[src/rtl/bank_req_ingress_pkg.sv]
// Shared cross-bar types: channel count, channel id and the request record
// carried from the channel ports into the bank pipeline.
package bank_xbar_pkg;

    localparam int N_CH       = 3;
    localparam int REQ_ADDR_W = 32;
    localparam int REQ_DATA_W = 64;

    typedef logic [1:0] ch_id_t;

    typedef struct packed {
        logic [REQ_ADDR_W-1:0] addr;
        logic                  wen;
        logic [REQ_DATA_W-1:0] wdata;
        ch_id_t                ch;
    } bank_req_t;

    // Channel that follows ch in round-robin order; only 0..N_CH-1 are ever produced.
    function automatic ch_id_t nextCh(input ch_id_t ch);
        if (ch >= ch_id_t'(N_CH - 1)) begin
            return '0;
        end
        return ch + ch_id_t'(1);
    endfunction

endpackage

[src/rtl/bank_req_ingress_if.sv]
// Channel-side and bank-side request signals of one bank ingress stage.
interface bank_req_ingress_if #(
    parameter int ADDR_W = 32,
    parameter int DATA_W = 64,
    parameter int DEPTH  = 4
);
    localparam int CNT_W = $clog2(DEPTH + 1);

    logic [2:0]          ch_req_valid_i;
    logic [2:0]          ch_req_ready_o;
    logic [3*ADDR_W-1:0] ch_req_addr_i;
    logic [2:0]          ch_req_wen_i;
    logic [3*DATA_W-1:0] ch_req_wdata_i;

    logic                bank_req_valid_o;
    logic                bank_req_ready_i;
    logic [1:0]          bank_req_ch_o;
    logic [ADDR_W-1:0]   bank_req_addr_o;
    logic                bank_req_wen_o;
    logic [DATA_W-1:0]   bank_req_wdata_o;
    logic [CNT_W-1:0]    fifo_cnt_o;

    modport slave (
        input  ch_req_valid_i, ch_req_addr_i, ch_req_wen_i, ch_req_wdata_i, bank_req_ready_i,
        output ch_req_ready_o, bank_req_valid_o, bank_req_ch_o, bank_req_addr_o,
               bank_req_wen_o, bank_req_wdata_o, fifo_cnt_o
    );

    modport master (
        output ch_req_valid_i, ch_req_addr_i, ch_req_wen_i, ch_req_wdata_i, bank_req_ready_i,
        input  ch_req_ready_o, bank_req_valid_o, bank_req_ch_o, bank_req_addr_o,
               bank_req_wen_o, bank_req_wdata_o, fifo_cnt_o
    );

endinterface

[src/rtl/bank_req_ingress_fifo.sv]
// Generic synchronous FIFO; storage, pointers and count all clear on reset.
module bank_req_fifo #(
    parameter int WIDTH = 8,
    parameter int DEPTH = 4,
    localparam int AW = $clog2(DEPTH),
    localparam int CW = $clog2(DEPTH + 1)
) (
    input  logic             clk_i,
    input  logic             rst_i,
    input  logic             i_push,
    input  logic [WIDTH-1:0] i_data,
    input  logic             i_pop,
    output logic [WIDTH-1:0] o_data,
    output logic             o_full,
    output logic             o_empty,
    output logic [CW-1:0]    o_count
);

    logic [WIDTH-1:0] r_mem [DEPTH];
    logic [AW-1:0]    r_wptr;
    logic [AW-1:0]    r_rptr;
    logic [CW-1:0]    r_count;
    logic             w_doPush;
    logic             w_doPop;

    assign o_full   = (r_count == CW'(DEPTH));
    assign o_empty  = (r_count == '0);
    assign o_count  = r_count;
    assign o_data   = r_mem[r_rptr];
    assign w_doPush = i_push && !o_full;
    assign w_doPop  = i_pop && !o_empty;

    // Pointers are power-of-two sized, so they wrap without explicit compare.
    always_ff @(posedge clk_i) begin
        if (rst_i) begin
            r_wptr  <= '0;
            r_rptr  <= '0;
            r_count <= '0;
            for (int i = 0; i < DEPTH; i++) begin
                r_mem[i] <= '0;
            end
        end else begin
            if (w_doPush) begin
                r_mem[r_wptr] <= i_data;
                r_wptr        <= r_wptr + AW'(1);
            end
            if (w_doPop) begin
                r_rptr <= r_rptr + AW'(1);
            end
            case ({w_doPush, w_doPop})
                2'b10:   r_count <= r_count + CW'(1);
                2'b01:   r_count <= r_count - CW'(1);
                default: r_count <= r_count;
            endcase
        end
    end

endmodule

[src/rtl/bank_req_ingress.sv]
// Per-bank ingress: round-robin arbitration over the channels into a request FIFO
// that feeds the bank pipeline in arrival order.
module bank_req_ingress
    import bank_xbar_pkg::*;
#(
    parameter int ADDR_W = 32,
    parameter int DATA_W = 64,
    parameter int DEPTH  = 4
) (
    input logic                clk_i,
    input logic                rst_i,
    bank_req_ingress_if.slave  bus
);

    localparam int PAY_W = ADDR_W + 1 + DATA_W + 2;
    localparam int CNT_W = $clog2(DEPTH + 1);

    ch_id_t            r_ptr;
    logic              w_grant;
    ch_id_t            w_grantCh;
    logic [2:0]        w_readyVec;
    logic [2:0]        w_scan;
    logic              w_full;
    logic              w_empty;
    logic [CNT_W-1:0]  w_count;
    logic [PAY_W-1:0]  w_pushData;
    logic [PAY_W-1:0]  w_headData;

    // Scan from the pointer; the grant depends only on valid, pointer and fill level.
    always_comb begin
        w_grant    = 1'b0;
        w_grantCh  = '0;
        w_readyVec = '0;
        w_scan     = '0;
        if (!rst_i && !w_full) begin
            for (int k = 0; k < N_CH; k++) begin
                w_scan = 3'(r_ptr) + 3'(k);
                if (w_scan >= 3'(N_CH)) begin
                    w_scan = w_scan - 3'(N_CH);
                end
                if (!w_grant && bus.ch_req_valid_i[w_scan[1:0]]) begin
                    w_grant   = 1'b1;
                    w_grantCh = w_scan[1:0];
                end
            end
        end
        if (w_grant) begin
            w_readyVec[w_grantCh] = 1'b1;
        end
    end

    always_ff @(posedge clk_i) begin
        if (rst_i) begin
            r_ptr <= '0;
        end else if (w_grant) begin
            r_ptr <= nextCh(w_grantCh);
        end
    end

    assign w_pushData = {bus.ch_req_addr_i[w_grantCh*ADDR_W +: ADDR_W],
                         bus.ch_req_wen_i[w_grantCh],
                         bus.ch_req_wdata_i[w_grantCh*DATA_W +: DATA_W],
                         w_grantCh};

    bank_req_fifo #(
        .WIDTH (PAY_W),
        .DEPTH (DEPTH)
    ) u_fifo (
        .clk_i   (clk_i),
        .rst_i   (rst_i),
        .i_push  (w_grant),
        .i_data  (w_pushData),
        .i_pop   (bus.bank_req_valid_o && bus.bank_req_ready_i),
        .o_data  (w_headData),
        .o_full  (w_full),
        .o_empty (w_empty),
        .o_count (w_count)
    );

    assign bus.ch_req_ready_o   = w_readyVec;
    assign bus.bank_req_valid_o = !w_empty;
    assign bus.fifo_cnt_o       = w_count;
    assign {bus.bank_req_addr_o, bus.bank_req_wen_o, bus.bank_req_wdata_o, bus.bank_req_ch_o} = w_headData;

endmodule

[src/flat_wrapper.sv]
// flat-port wrapper written by rule: the top's interface ports become plain ports
module bank_req_ingress_flat import bank_xbar_pkg::*;
#(
    parameter int ADDR_W = 32,
    parameter int DATA_W = 64,
    parameter int DEPTH  = 4
)
  (clk_i, rst_i, bus_ch_req_valid_i, bus_ch_req_addr_i, bus_ch_req_wen_i, bus_ch_req_wdata_i, bus_bank_req_ready_i, bus_ch_req_ready_o, bus_bank_req_valid_o, bus_bank_req_ch_o, bus_bank_req_addr_o, bus_bank_req_wen_o, bus_bank_req_wdata_o, bus_fifo_cnt_o);
  bank_req_ingress_if #(.ADDR_W(ADDR_W), .DATA_W(DATA_W), .DEPTH(DEPTH)) bus_i ();
  input logic clk_i;
  input logic rst_i;
  input wire logic [$bits(bus_i.ch_req_valid_i)-1:0] bus_ch_req_valid_i;
  input wire logic [$bits(bus_i.ch_req_addr_i)-1:0] bus_ch_req_addr_i;
  input wire logic [$bits(bus_i.ch_req_wen_i)-1:0] bus_ch_req_wen_i;
  input wire logic [$bits(bus_i.ch_req_wdata_i)-1:0] bus_ch_req_wdata_i;
  input wire logic [$bits(bus_i.bank_req_ready_i)-1:0] bus_bank_req_ready_i;
  output wire logic [$bits(bus_i.ch_req_ready_o)-1:0] bus_ch_req_ready_o;
  output wire logic [$bits(bus_i.bank_req_valid_o)-1:0] bus_bank_req_valid_o;
  output wire logic [$bits(bus_i.bank_req_ch_o)-1:0] bus_bank_req_ch_o;
  output wire logic [$bits(bus_i.bank_req_addr_o)-1:0] bus_bank_req_addr_o;
  output wire logic [$bits(bus_i.bank_req_wen_o)-1:0] bus_bank_req_wen_o;
  output wire logic [$bits(bus_i.bank_req_wdata_o)-1:0] bus_bank_req_wdata_o;
  output wire logic [$bits(bus_i.fifo_cnt_o)-1:0] bus_fifo_cnt_o;
  assign bus_i.ch_req_valid_i = bus_ch_req_valid_i;
  assign bus_i.ch_req_addr_i = bus_ch_req_addr_i;
  assign bus_i.ch_req_wen_i = bus_ch_req_wen_i;
  assign bus_i.ch_req_wdata_i = bus_ch_req_wdata_i;
  assign bus_i.bank_req_ready_i = bus_bank_req_ready_i;
  assign bus_ch_req_ready_o = bus_i.ch_req_ready_o;
  assign bus_bank_req_valid_o = bus_i.bank_req_valid_o;
  assign bus_bank_req_ch_o = bus_i.bank_req_ch_o;
  assign bus_bank_req_addr_o = bus_i.bank_req_addr_o;
  assign bus_bank_req_wen_o = bus_i.bank_req_wen_o;
  assign bus_bank_req_wdata_o = bus_i.bank_req_wdata_o;
  assign bus_fifo_cnt_o = bus_i.fifo_cnt_o;
  bank_req_ingress #(.ADDR_W(ADDR_W), .DATA_W(DATA_W), .DEPTH(DEPTH)) u_core (.clk_i(clk_i), .rst_i(rst_i), .bus(bus_i));
endmodule
[config.mk]
export PLATFORM = sky130hd
export DESIGN_NAME = bank_req_ingress_flat
export DESIGN_NICKNAME = d
export VERILOG_FILES = /design/src/rtl/bank_req_ingress_pkg.sv /design/src/rtl/bank_req_ingress_if.sv /design/src/rtl/bank_req_ingress_fifo.sv /design/src/rtl/bank_req_ingress.sv /design/src/flat_wrapper.sv
export SDC_FILE = /design/constraint.sdc
export NUM_CORES = 1
export LEC_CHECK = 0
export BUFFER_PORTS_ARGS = -buffer_cell sky130_fd_sc_hd__clkbuf_2
export CAP_MARGIN = 20
export CORE_MARGIN = 4
export CORE_UTILIZATION = 56
export DETAILED_ROUTE_END_ITERATION = 8
export HOLD_SLACK_MARGIN = 0.12
export PLACE_DENSITY = 0.81
export SLEW_MARGIN = 20
export SYNTH_ARGS = -nofsm -noshare
export SYNTH_HDL_FRONTEND = slang
export SYNTH_SLANG_ARGS = --single-unit
[constraint.sdc]
create_clock -name clk_i -period 4.85 [get_ports clk_i]
set_input_delay 0.2425 -clock clk_i [delete_from_list [all_inputs] [get_ports clk_i]]
set_output_delay 0.2425 -clock clk_i [all_outputs]
set_load 0.005 [all_outputs]
[Yosys cells after proc, flatten, opt, wreduce, memory -nomap -nowiden]
Memory sizes are Yosys's and may differ from the RTL's. A register that Yosys moved wholly into a read port is not among the register bits.
Cells that the tools add are included.
Storage, ports and cells
  flip-flop bits (word level): 9
  bits of input ports: 297
  memories kept: 1
  memory bits (writable): 396
  bits in read-only memories: 0
  latch bits: 0
Cells by class
  multipliers: 0
  equal/unequal tests: 3
  divide/modulo/power cells: 0
  multiplexer cells: 43
  magnitude comparators: 9
  shift-type cells: 2
  reductions and logical operators: 15
  bitwise logic cells: 0
  $add $sub $neg: 10
Memories
  u_core.u_fifo.r_mem: words 4, width 99, read ports 1, clocked after memory_dff 1, write ports 4, line bank_req_ingress_fifo.sv:19  | logic [WIDTH-1:0] r_mem [DEPTH];
Operators with widths (number)
  indexed part select 192 x 9 -> 64 bit: 1
  2-to-1 mux 99 bit: 1
  OR reduction 99 bit: 1
  indexed part select 96 x 8 -> 32 bit: 1
  2-to-1 mux 2 bit: 15
  2-to-1 mux 1 bit: 20
  < comparator 2 x 3 -> 1 bit (second input constant): 4
  binary-select mux 1 bit (select 2 bit): 4
  logical AND 1 bit: 7
  adder 2 x 1 -> 2 bit (second input constant): 3
  >= comparator 3 x 2 -> 1 bit (second input constant): 2
  case mux 3 bit (2 select lines): 1
  subtractor 2 bit (second input constant): 3
  zero test 1 bit: 5
  >= comparator 2 bit (second input constant): 2
  adder 2 x 1 -> 3 bit (second input constant): 1
  adder 2 x 2 -> 3 bit (second input constant): 1
  adder 3 x 1 -> 3 bit (second input constant): 1
  == test 3 bit (second input constant): 1
  zero test 3 bit: 1
  2-to-1 mux 3 bit: 1
  subtractor 3 x 1 -> 3 bit (second input constant): 1
  demux 1 bit (select 2 bit): 1
  == test 2 x 1 -> 1 bit (second input constant): 1
  3 further kinds: 3

[Longest topological paths before layout]
  word-level depth: 22
  depth in mapped cells: 15
  depth with buffers taken out: 12

[Cells and area by module]
Synthesis repeated with hierarchy kept, for this count alone.
Unflattened totals
  cell total of the unflattened synthesis: 1513
  area total of the unflattened synthesis: 20568.5 µm²
By module, submodules not included
  bank_req_fifo: area each 17423.0 µm², instances 1, seq. area each 12071.6 µm², cells each 1007
  bank_req_ingress: area each 3145.5 µm², instances 1, seq. area each 40.0 µm², cells each 506

[Least setup slack after synthesis]
Ideal clock, no wire load.
  path kind: reg2reg
  start point: register u_core.r_ptr[0]
  end point: memory u_core.u_fifo.r_mem[2][0] (netlist bit), enable pin
  buffers on the path: 3
  setup time: 475 ps
  setup slack: 395 ps
  stages on the path, launching flop included: 10
  arrival time: 3980 ps
  data required time: 4375 ps
  period minus slack after synthesis: 4455 ps
  cell sequence: dfxtp_1 inv_1 ha_1 buf_6 maj3_2 a2bb2oi_4 nand4_1 buf_2 buf_2 nand2b_1
RTL lines
  start, declared: line bank_req_ingress.sv:18  | ch_id_t r_ptr;
  start signal, assigned: line bank_req_ingress.sv:56  | r_ptr <= nextCh(w_grantCh);
  end, declared: line bank_req_ingress_fifo.sv:19

[Worst setup path after layout]
  start point: register u_core.r_ptr[0]
  end point: output port bus_ch_req_ready_o[0]
Between the ends
  cells in the longest elaborated chain, start to end: 20
RTL lines
  branches (longest 19 deep; another with adder 2 x 1 -> 3 bit)
  2-to-1 mux 3 bit (*): line bank_req_ingress.sv:47  | if (w_grant) begin
  end, declared: line flat_wrapper.sv:17  | output wire logic [$bits(bus_i.ch_req_ready_o)-1:0] bus_ch_req_ready_o;
Every way passes the cells marked *. The select of a mux whose other input is x is not followed.

==> metrics.txt <==
status=finished clean; IO Pins=~400; Post-Syn Nets=roughly 1.6k; Ys Warns=0; register area share after synthesis=0.597; final number of max-transition violations=0; area growth from synthesis to layout=18.3%; HP Class=input pin to register; mean post-synth cell area=15.5 um2; clock slew at reported path FFs=about 0.060 ns; Post-Synthesis Cell Area=roughly 20000 um2; Final Hold Fails=0; multi-input logic area=7410 um2; number of global-route vias before repair=around 15k; area leader, netlist=edfxtp_1; Clock Latency Late Sink=between 0.5 and 0.6 ns; setup slack, reg-to-reg=1.31 ns; CTS sink cnt=407; type of origin of the critical path=register; Crit path largest cell delay=0.82 ns; placed cells=roughly 2.1k; hold worst-path end=u_core.u_fifo.r_mem[0][90]; Mapped Cells=roughly 1.3k; CP endpoint kind=output pin; fmax=approximately 0.25 GHz; post-synthesis register bit count=approximately 410; initial antenna violation count=1; max_cap viols=0; Final Wtd Congestion=a little under 0.8; global-route wire length before repair=84700 um; Reg area=about 12000 um2; fin nets=1966; Commonest cells post-synth=396 x edfxtp_1, 320 x a21oi_1, 99 x mux4_2; WHS=about 0.14 ns; I/O Buffers=402; RSZ-0062 raised after global routing=false; Reg2Reg Launch Point=u_core.r_ptr[0]; Placed Area=22600 um2; Core Area=35700 um2; CTS H-Tree Depth=2; Starting Density=0.569; Pre-antenna DRT Iters=5; TritonCTS clock tree=yes; CTS buffer count=a little over 40; Root Driver=clkbuf_16; Chip Height=198 um; post-route setup slack=~0.85 ns; TNS Setup=0 ns; dpl hpwl=approximately 34000 um; drt drc=0; top-area cell type share of the netlist area=0.586; Setup Skew=about 0.012 ns; worst-path cell chain=inv_1, ha_1, o32a_1, a2bb2oi_4, and3_1, inv_4, buf_4, nor2_1, clkbuf_2; EDFF count, synth=a little under 400; hold_sp=bus_ch_req_addr_i[87]; final period utilization=0.824; # Post-CTS Setup Buffers=0; Synth area leaders=edfxtp_1 59%, mux4_2 11%, a21oi_1 7.9%; Async SR Flop Fraction=0; post-synthesis cell type count=53; Least-Margin Pin Slew=between 1 and 1.5 ns; final setup fails=0; GRT Total Usage=0.280; DRT antenna net count=0; Period minus WS final=between 3 and 4 ns; dominant synthesized flop cell=edfxtp_1; via count=around 15k; fin area=approximately 24000 um2; DR vias/cell=6.79; Peak VDD IR=0.499 mV; Rows=roughly 70; clock buffer depth=3; Routed WL=56900 um; Hold Path Stages=3; final core occ=0.673; pre-CTS setup slack=between 1 and 1.5 ns; most common cell in the netlist=edfxtp_1; Tot Pwr=between 10 and 15 mW; critical path arrival=roughly 3.8 ns; largest net degree at the start of global routing=62; reg2reg end=u_core.u_fifo.o_count[2]; Routed WL per cell=approximately 26 um; Layout Cells excl Fill=2153; PwrDens=~600 nW/um2; CP max FO=just under 60; R2R depth=12; Leakage=between 8 and 9 nW; gr ovfl total=0; share of layout cells above drive strength 1=0.399; Crit Path Class=register to output pin; relative slew slack=0.285; slowest CP cell=buf_4; Die Span X=around 200 um; DRT iter0 DRCs=1374; die area=just under 40000 um2; # fillers=2420; CP Data Required Time=roughly 4.6 ns
[cells by family (layout without fill, tap and decap cells)]
family          count (synthesis)  count (layout)  share of synthesized area
compound gates                603             603                      0.235
flops                         407             407                      0.597
buf+inv                       151             531                     0.0400
mux                           101             101                      0.111
simple gates                   40              40                     0.0115
fa+ha+maj                       5               5                    0.00339
xor+xnor                        4               4                    0.00173
other cells                     0               1                          0
[layout by cell type (no fill, tap or decap), types with 3 or more instances in the layout]
| master | instances |
|---|---|
| xor2_1 | 3 |
| o211ai_4 | 25 |
| clkbuf_1 | 9 |
| a21oi_2 | 10 |
| buf_4 | 16 |
| clkinv_1 | 8 |
| ha_1 | 3 |
| o211ai_2 | 5 |
| nand4_1 | 3 |
| dfxtp_1 | 9 |
| buf_12 | 15 |
| clkbuf_2 | 402 |
| dlygate4sd3_1 | 19 |
| inv_1 | 8 |
| clkinv_2 | 6 |
| nand2b_4 | 3 |
| a32oi_1 | 67 |
| o22ai_1 | 63 |
| clkbuf_16 | 41 |
| edfxtp_1 | 396 |
| a32oi_4 | 30 |
| nor3_1 | 6 |
| nor2_1 | 15 |
| mux4_2 | 99 |
| o211ai_1 | 67 |
| a21oi_1 | 320 |
[power by group]
group,internal (mW),switching (mW),total [mW]
clock network,1.63,1.25,2.88
logic,2.35,3.95,6.30
registers,5.06,0.346,5.40
total,9.04,5.55,14.6
[worst max-delay path, delay by kind of cell (launching register included)]
family | cells | cell delay (ns)
adder cells (fa/ha/maj) | 1 | 0.43
AND/OR/NAND/NOR | 2 | 0.33
buffers and inverters | 4 | 1.51
flip-flops | 1 | 0.37
AO/OA/AOI/OAI | 2 | 0.54
[area by class of cell]
cell class              instances  share of cell area
clock buffers                  52              0.0453
well taps                     461              0.0240
inverters                       9             0.00151
repair buffers                453               0.110
diodes                          1            0.000104
multi-input cells             753               0.309
flip-flops and latches        407               0.505
clock inverters                17             0.00438
[worst max-delay path by stage]
| stage | startpoint | endpoint | slack (ns) |
|---|---|---|---|
| global placement | u_core.r_ptr[0] | u_core.u_fifo.o_count[2] | 1.47 |
| global route | u_core.r_ptr[0] | bus_ch_req_ready_o[0] | 0.73 |
| CTS | u_core.r_ptr[0] | bus_ch_req_ready_o[0] | 0.88 |
| detailed placement | u_core.r_ptr[0] | u_core.u_fifo.o_count[2] | 1.34 |
| floorplan | u_core.r_ptr[0] | u_core.u_fifo.r_mem[2][0] | 0.39 |
| finish | u_core.r_ptr[0] | bus_ch_req_ready_o[0] | 0.85 |
[sequential cells by signal (all words and copies together), names as in the netlist, named ones only]
register	flops
u_core.u_fifo.r_wptr	2
u_core.u_fifo.r_rptr	2
u_core.u_fifo.r_mem	396
u_core.u_fifo.o_count	3
u_core.r_ptr	2
[layer usage]
layer,up-vias,GRT usage,routed length [um]
li1,6299,-,-
met1,7207,0.367,20700
met2,986,0.475,28400
met3,137,0.0635,6360
met4,0,0.0842,1480
met5,-,0,0
[timing repair]
item                                   4_1_cts  5_1_grt
hold buffers                                19        0
endpoints found under the hold margin       34        0
gates resized for setup                      0        0
Power figures use the tool's default switching activity.
